--- src/rtl/cheri_dmem_pkg.sv ---
// Shared types and helpers for the CHERIoT data-memory responder.
package cheri_dmem_pkg;

  localparam int unsigned TagBit = 32;
  localparam int unsigned DataW  = 33;

  localparam logic [7:0] LfsrSeed = 8'hA5;
  // Fibonacci taps at bits 7,5,4,3
  localparam logic [7:0] LfsrTaps = 8'b1011_1000;

  typedef struct packed {
    logic             valid;
    logic             is_read;
    logic             err;
    logic [DataW-1:0] rdata;
  } resp_stage_t;

  // 33-bit offset so that addresses below base wrap high and miss
  function automatic logic in_window(input logic [31:0] addr, input logic [31:0] base,
                                     input int unsigned aw);
    logic [32:0] off;
    logic [32:0] size;
    off  = {1'b0, addr} - {1'b0, base};
    size = 33'd4 << aw;
    return off < size;
  endfunction

endpackage

--- src/rtl/cheri_dmem_resp_pipe.sv ---
// Fixed-latency in-order response shift register; SRAM read data joins at stage 1.
module cheri_dmem_resp_pipe
  import cheri_dmem_pkg::*;
#(
  parameter int unsigned RespLatency = 2
) (
  input  logic             clk,
  input  logic             rst,
  input  logic             push_valid,
  input  logic             push_is_read,
  input  logic             push_err,
  input  logic [DataW-1:0] sram_rdata,
  output logic             head_valid,
  output logic             head_err,
  output logic [DataW-1:0] head_rdata
);

  resp_stage_t stage0_d, stage0_q, cap_c, head_c;

  always_comb begin
    stage0_d         = '0;
    stage0_d.valid   = push_valid;
    stage0_d.is_read = push_is_read;
    stage0_d.err     = push_err;
  end

  always_ff @(posedge clk) begin
    if (rst) stage0_q <= '0;
    else     stage0_q <= stage0_d;
  end

  // SRAM data is valid exactly one cycle after the strobe, i.e. alongside stage 0
  always_comb begin
    cap_c = stage0_q;
    if (stage0_q.valid && stage0_q.is_read) cap_c.rdata = sram_rdata;
  end

  if (RespLatency > 1) begin : g_tail
    localparam int TailN = int'(RespLatency) - 1;
    resp_stage_t tail_q [TailN];

    always_ff @(posedge clk) begin
      if (rst) begin
        for (int i = 0; i < TailN; i++) tail_q[i] <= '0;
      end else begin
        tail_q[0] <= cap_c;
        for (int i = 1; i < TailN; i++) tail_q[i] <= tail_q[i-1];
      end
    end

    assign head_c = tail_q[TailN-1];
  end else begin : g_direct
    assign head_c = cap_c;
  end

  assign head_valid = head_c.valid;
  assign head_err   = head_c.err;
  assign head_rdata = head_c.is_read ? head_c.rdata : '0;

endmodule

--- src/rtl/cheri_dmem_responder.sv ---
// CHERIoT data-bus responder: decode, grant/outstanding control, tag-clear on partial writes.
// Optional CHERI_DMEM_STALL_EN adds stall_en_i and an LFSR that randomly withholds grants.
module cheri_dmem_responder
  import cheri_dmem_pkg::*;
#(
  parameter logic [31:0] MemBase        = 32'h2004_0000,
  parameter int unsigned MemAddrW       = 14,
  parameter int unsigned RespLatency    = 2,
  parameter int unsigned MaxOutstanding = 2
) (
  input  logic                clk_i,
  input  logic                rst_i,
`ifdef CHERI_DMEM_STALL_EN
  input  logic                stall_en_i,
`endif
  input  logic                data_req_i,
  output logic                data_gnt_o,
  output logic                data_rvalid_o,
  input  logic                data_we_i,
  input  logic [3:0]          data_be_i,
  input  logic [31:0]         data_addr_i,
  input  logic [DataW-1:0]    data_wdata_i,
  output logic [DataW-1:0]    data_rdata_o,
  output logic                data_err_o,
  output logic                sram_cs_o,
  output logic                sram_we_o,
  output logic [4:0]          sram_be_o,
  output logic [MemAddrW-1:0] sram_addr_o,
  output logic [DataW-1:0]    sram_wdata_o,
  input  logic [DataW-1:0]    sram_rdata_i
);

  localparam int unsigned CntW = $clog2(MaxOutstanding + 1);

  logic [CntW-1:0]     outst_cnt;
  logic                retire, stall, in_range, hit, keep_tag;
  logic [MemAddrW-1:0] word;
  logic                head_valid, head_err;
  logic [DataW-1:0]    head_rdata;

`ifdef CHERI_DMEM_STALL_EN
  logic [7:0] lfsr;

  always_ff @(posedge clk_i) begin
    if (rst_i) lfsr <= LfsrSeed;
    else       lfsr <= {lfsr[6:0], ^(lfsr & LfsrTaps)};
  end

  assign stall = stall_en_i & (lfsr[1:0] == 2'b00);
`else
  assign stall = 1'b0;
`endif

  assign in_range = in_window(data_addr_i, MemBase, MemAddrW);
  assign word     = MemAddrW'((data_addr_i - MemBase) >> 2);
  assign retire   = data_rvalid_o;

  assign data_gnt_o = data_req_i & ~rst_i & ~stall &
                      ((outst_cnt < CntW'(MaxOutstanding)) | retire);

  always_ff @(posedge clk_i) begin
    if (rst_i) begin
      outst_cnt <= '0;
    end else if (data_gnt_o && !retire) begin
      outst_cnt <= outst_cnt + CntW'(1);
    end else if (retire && !data_gnt_o) begin
      outst_cnt <= outst_cnt - CntW'(1);
    end
  end

  // Any write narrower than a full word invalidates the capability tag
  assign hit      = data_gnt_o & in_range;
  assign keep_tag = (data_be_i == 4'hF) & data_wdata_i[TagBit];

  assign sram_cs_o    = hit;
  assign sram_we_o    = hit & data_we_i;
  assign sram_addr_o  = hit ? word : '0;
  assign sram_be_o    = hit ? {1'b1, (data_we_i ? data_be_i : 4'hF)} : 5'h00;
  assign sram_wdata_o = (hit & data_we_i) ? {keep_tag, data_wdata_i[31:0]} : '0;

  cheri_dmem_resp_pipe #(
    .RespLatency (RespLatency)
  ) u_resp_pipe (
    .clk          (clk_i),
    .rst          (rst_i),
    .push_valid   (data_gnt_o),
    .push_is_read (~data_we_i & in_range),
    .push_err     (~in_range),
    .sram_rdata   (sram_rdata_i),
    .head_valid   (head_valid),
    .head_err     (head_err),
    .head_rdata   (head_rdata)
  );

  // Responses granted before a reset are suppressed even while reset is high
  assign data_rvalid_o = head_valid & ~rst_i;
  assign data_err_o    = data_rvalid_o & head_err;
  assign data_rdata_o  = data_rvalid_o ? head_rdata : '0;

endmodule

--- config.mk ---
export PLATFORM = sky130hd
export DESIGN_NAME = cheri_dmem_responder
export DESIGN_NICKNAME = d
export VERILOG_FILES = /design/src/rtl/cheri_dmem_pkg.sv /design/src/rtl/cheri_dmem_resp_pipe.sv /design/src/rtl/cheri_dmem_responder.sv
export SDC_FILE = /design/constraint.sdc
export NUM_CORES = 1
export LEC_CHECK = 0
export ABC_CLOCK_PERIOD_IN_PS = 2400
export CAP_MARGIN = 20
export CELL_PAD_IN_SITES_DETAIL_PLACEMENT = 1
export CELL_PAD_IN_SITES_GLOBAL_PLACEMENT = 1
export CORE_MARGIN = 4
export CORE_UTILIZATION = 24
export DETAILED_ROUTE_END_ITERATION = 10
export MAX_ROUTING_LAYER = met4
export PLACE_DENSITY = 0.79
export REMOVE_ABC_BUFFERS = 1
export SLEW_MARGIN = 20
export SYNTH_ARGS = -nofsm -noshare
export SYNTH_HDL_FRONTEND = slang
export SYNTH_SLANG_ARGS = --single-unit
--- constraint.sdc ---
create_clock -name clk_i -period 2.4 [get_ports clk_i]
set_clock_uncertainty 0.15 [all_clocks]
set_input_delay 0.48 -clock clk_i [delete_from_list [all_inputs] [get_ports clk_i]]
set_output_delay 0.48 -clock clk_i [all_outputs]
set_load 0.01 [all_outputs]
==> results <==
## final timing paths
| check | end | slack (ns) | cells past startpoint |
|---|---|---|---|
| worst max-delay path | sram_wdata_o[28] | -0.37 | 9 |
| worst min-delay path | u_resp_pipe.g_tail.tail_q[0][33]$_SDFF_PP0_ | 0.30 | 1 |
| worst max register to register | outst_cnt[1]$_SDFFE_PP0P_ | 0.08 | 11 |
| worst min register to register | u_resp_pipe.g_tail.tail_q[0][33]$_SDFF_PP0_ | 0.30 | 1 |
## metal layers
metal	track usage	part of all wire	vias to the layer above
met5	-	0	-
met4	0.0978	0.039	0
met3	0.0523	0.063	34
met2	0.389	0.54	160
met1	0.209	0.35	1557
li1	-	-	1520
## worst reg2reg max path: stages, from the launching register on
cell,delay [ns]
dfxtp_1,0.32
nand2b_1,0.21
nand2_4,0.15
buf_4,0.14
buf_12,0.13
buf_4,0.12
inv_1,0.05
buf_4,0.13
ha_1,0.19
xor2_1,0.17
or3_1,0.32
a21oi_1,0.17
## report_power, final
part / switching [mW] / internal [mW]
clock network: 0.245 / 0.419
logic: 0.217 / 0.286
registers: 0.00495 / 0.688
## cells in the mapped netlist (2+ instances only)
cell        n  area share
and3_1     67        0.16
nor4_2     46        0.22
dfxtp_1    41        0.31
nand2_1    34       0.049
inv_1      23       0.033
clkbuf_1   16       0.023
buf_6       9       0.039
buf_2       5      0.0096
nor2b_1     5       0.012
nor4_4      3       0.024
a2111oi_1   2      0.0077
a2111oi_2   2       0.012
buf_4       2      0.0058
ha_1        2      0.0096
nand3_1     2      0.0038
nor2_1      2      0.0029
xor2_1      2      0.0067
## registers in the layout, summed over array words and instances, names as in the netlist
register                   flops
u_resp_pipe.g_tail.tail_q     36
u_resp_pipe.cap_c              3
outst_cnt                      2
## kinds of logic (layout without fill, tap and decap cells)
kind of cell	count (synthesis)	after routing	share of synthesized area
AND/OR/NAND/NOR	168	168	0.508
buffers and inverters	55	318	0.110
adder cells (fa/ha/maj)	2	2	0.00959
other	0	2	0
flip-flops	41	41	0.314
XOR/XNOR	3	3	0.0101
AO/OA/AOI/OAI	9	9	0.0475
## timing repair
action,in CTS,in global routing
pin swaps,22,21
setup endpoints to repair,91,88
cloned,9,2
buffers inserted,35,16
gates resized for setup,435,57
## per-stage QoR
stage / hold slack [ns] / instance area, um2 / cells / total power [mW] / setup slack [ns]
finish: 0.295 / 5980 / 679 / 1.86 / -0.374
detailed placement: 0.275 / 4930 / 613 / 1.08 / -1.07
global route: 0.328 / 5980 / 679 / 1.94 / -0.405
floorplan: 0.264 / 2410 / 246 / 0.798 / -1.21
CTS: 0.296 / 5760 / 665 / 1.84 / -0.352
global placement: 0.269 / 4930 / 613 / 1.07 / -0.990
## layout make-up
type                            count  area, um2  area share
Timing Repair Buffer              287       2800       0.468
Clock buffer                        5       68.8      0.0115
Inverter                           23       91.3      0.0153
Clock inverter                      3       68.8      0.0115
Multi-Input combinational cell    182       1960       0.327
Antenna cell                        2       5.00    0.000836
Sequential cell                    41        821       0.137
Tap cell                          136        170      0.0284
==> results.md <==
* Run status: finished, violations left
* Failing checks: setup timing
* Initial DRC count at around 120
* Cell leakage power at between 3 and 4 nW
* Slew margin rel. at 0.407
* Share of layout cells above drive strength 1 at 0.479
* DP HPWL at around 8400 um
* Hold WC Path Type: reg2reg
* Worst-path cell chain: buf_8 > buf_6 > o41ai_4 > nand3_4 > buf_4 > buf_12 > buf_4 > nor4_4 > buf_2
* Pre-antenna DRT Iters at 4
* CP max-delay cell: o41ai_4
* Clk_lat worst skew at approximately 0.29 ns
* Core area at 10500 um2
* Ys flop type: dfxtp_1
* H-Tree Depth at 2
* # IOs at approximately 200
* PwrDens at ~310 nW/um2
* Die ar. at between 10000 and 15000 um2
* DRC Markers at 0
* Largest net degree at the start of global routing at 35
* Area of the mapped netlist at ~2600 um2
* Total GRT Usage at 0.212
* Seq/Total Area, Yosys at 0.314
* Worst Hold Launch: u_resp_pipe.cap_c[33]$_SDFF_PP0_
* MaxCap Viol Count at 0
* Post-synth EDFFs at 0
* Die height at ~110 um
* Global route overflow at 0
* DRT Wirelength at 14200 um
* Nets at around 650
* First-pass GRT wire length at between 20000 and 25000 um
* WP data arrival at 2.14 ns
* Via count at about 3300
* GP Congestion at 0.821
* Ys async rst share at 0
* Measured slew at the worst slew-check pin at roughly 0.89 ns
* Initial Util at 0.249
* Max clock buf depth at 2
* CTS sink cnt at a little over 40
* Commonest non-fill, non-tap cell in the layout: clkdlybuf4s50_1
* Achievable Freq at about 360 MHz
* Via density at a little under 5
* Mapped Cells at between 200 and 300
* Port-buffer cells at approximately 190
* CP Class: in2out
* Die Wd at about 110 um
* Crit path required time at about 1.8 ns
* Final WS setup at -0.374 ns
* Number of global-route vias before repair at 3737
* Remaining antenna violation count after routing at 0
* Initial antenna violation count at 2
* Yosys cell types at 32
* Num rows at 37
* Synth warn at 0
* Fin crit share at 1.16
* Fill count at between 1000 and 1500
* Drt wl/cell at approximately 21 um
* Most frequent cells in the layout: 85 x clkdlybuf4s50_1, 66 x and3_1, 54 x buf_2
* Root Driver: clkbuf_8
* Setup TNS Final at -15.22 ns
* Most used cell, CP: buf_4
* CP endpoint kind: output pin
* Final design utilization at 0.572
* RSZ-0062 raised after global routing: yes
* Num CTS Buffers at 5
* Max-slew violations at 0
* Setup-failing EPs final at 54
* Worst Path Buf+Inv at 6
* Crit-path max FO at 9
* Post-synthesis register bit count at 41
* Mean Syn Cell Area at 9.39 um2
* P&R area growth vs syn at 129%
* Crit. Startpoint: data_addr_i[19]
* Startpoint types: input port
* Max incr delay on CP at 0.38 ns
* CTS tree: done
* Cts hold-fix bufs at 0
* Worst R2R Start: u_resp_pipe.g_tail.tail_q[0][35]$_SDFF_PP0_
* Fin. Hold Viols at 0
* Clock-pin slew on the worst setup and hold paths at ~0.08 ns
* Crit-path leading delay family: buffers and inverters
* Max IR drop VDD at roughly 0.29 mV
* Final Critical Period at approximately 2.8 ns
(Power assumes the default switching activity.)
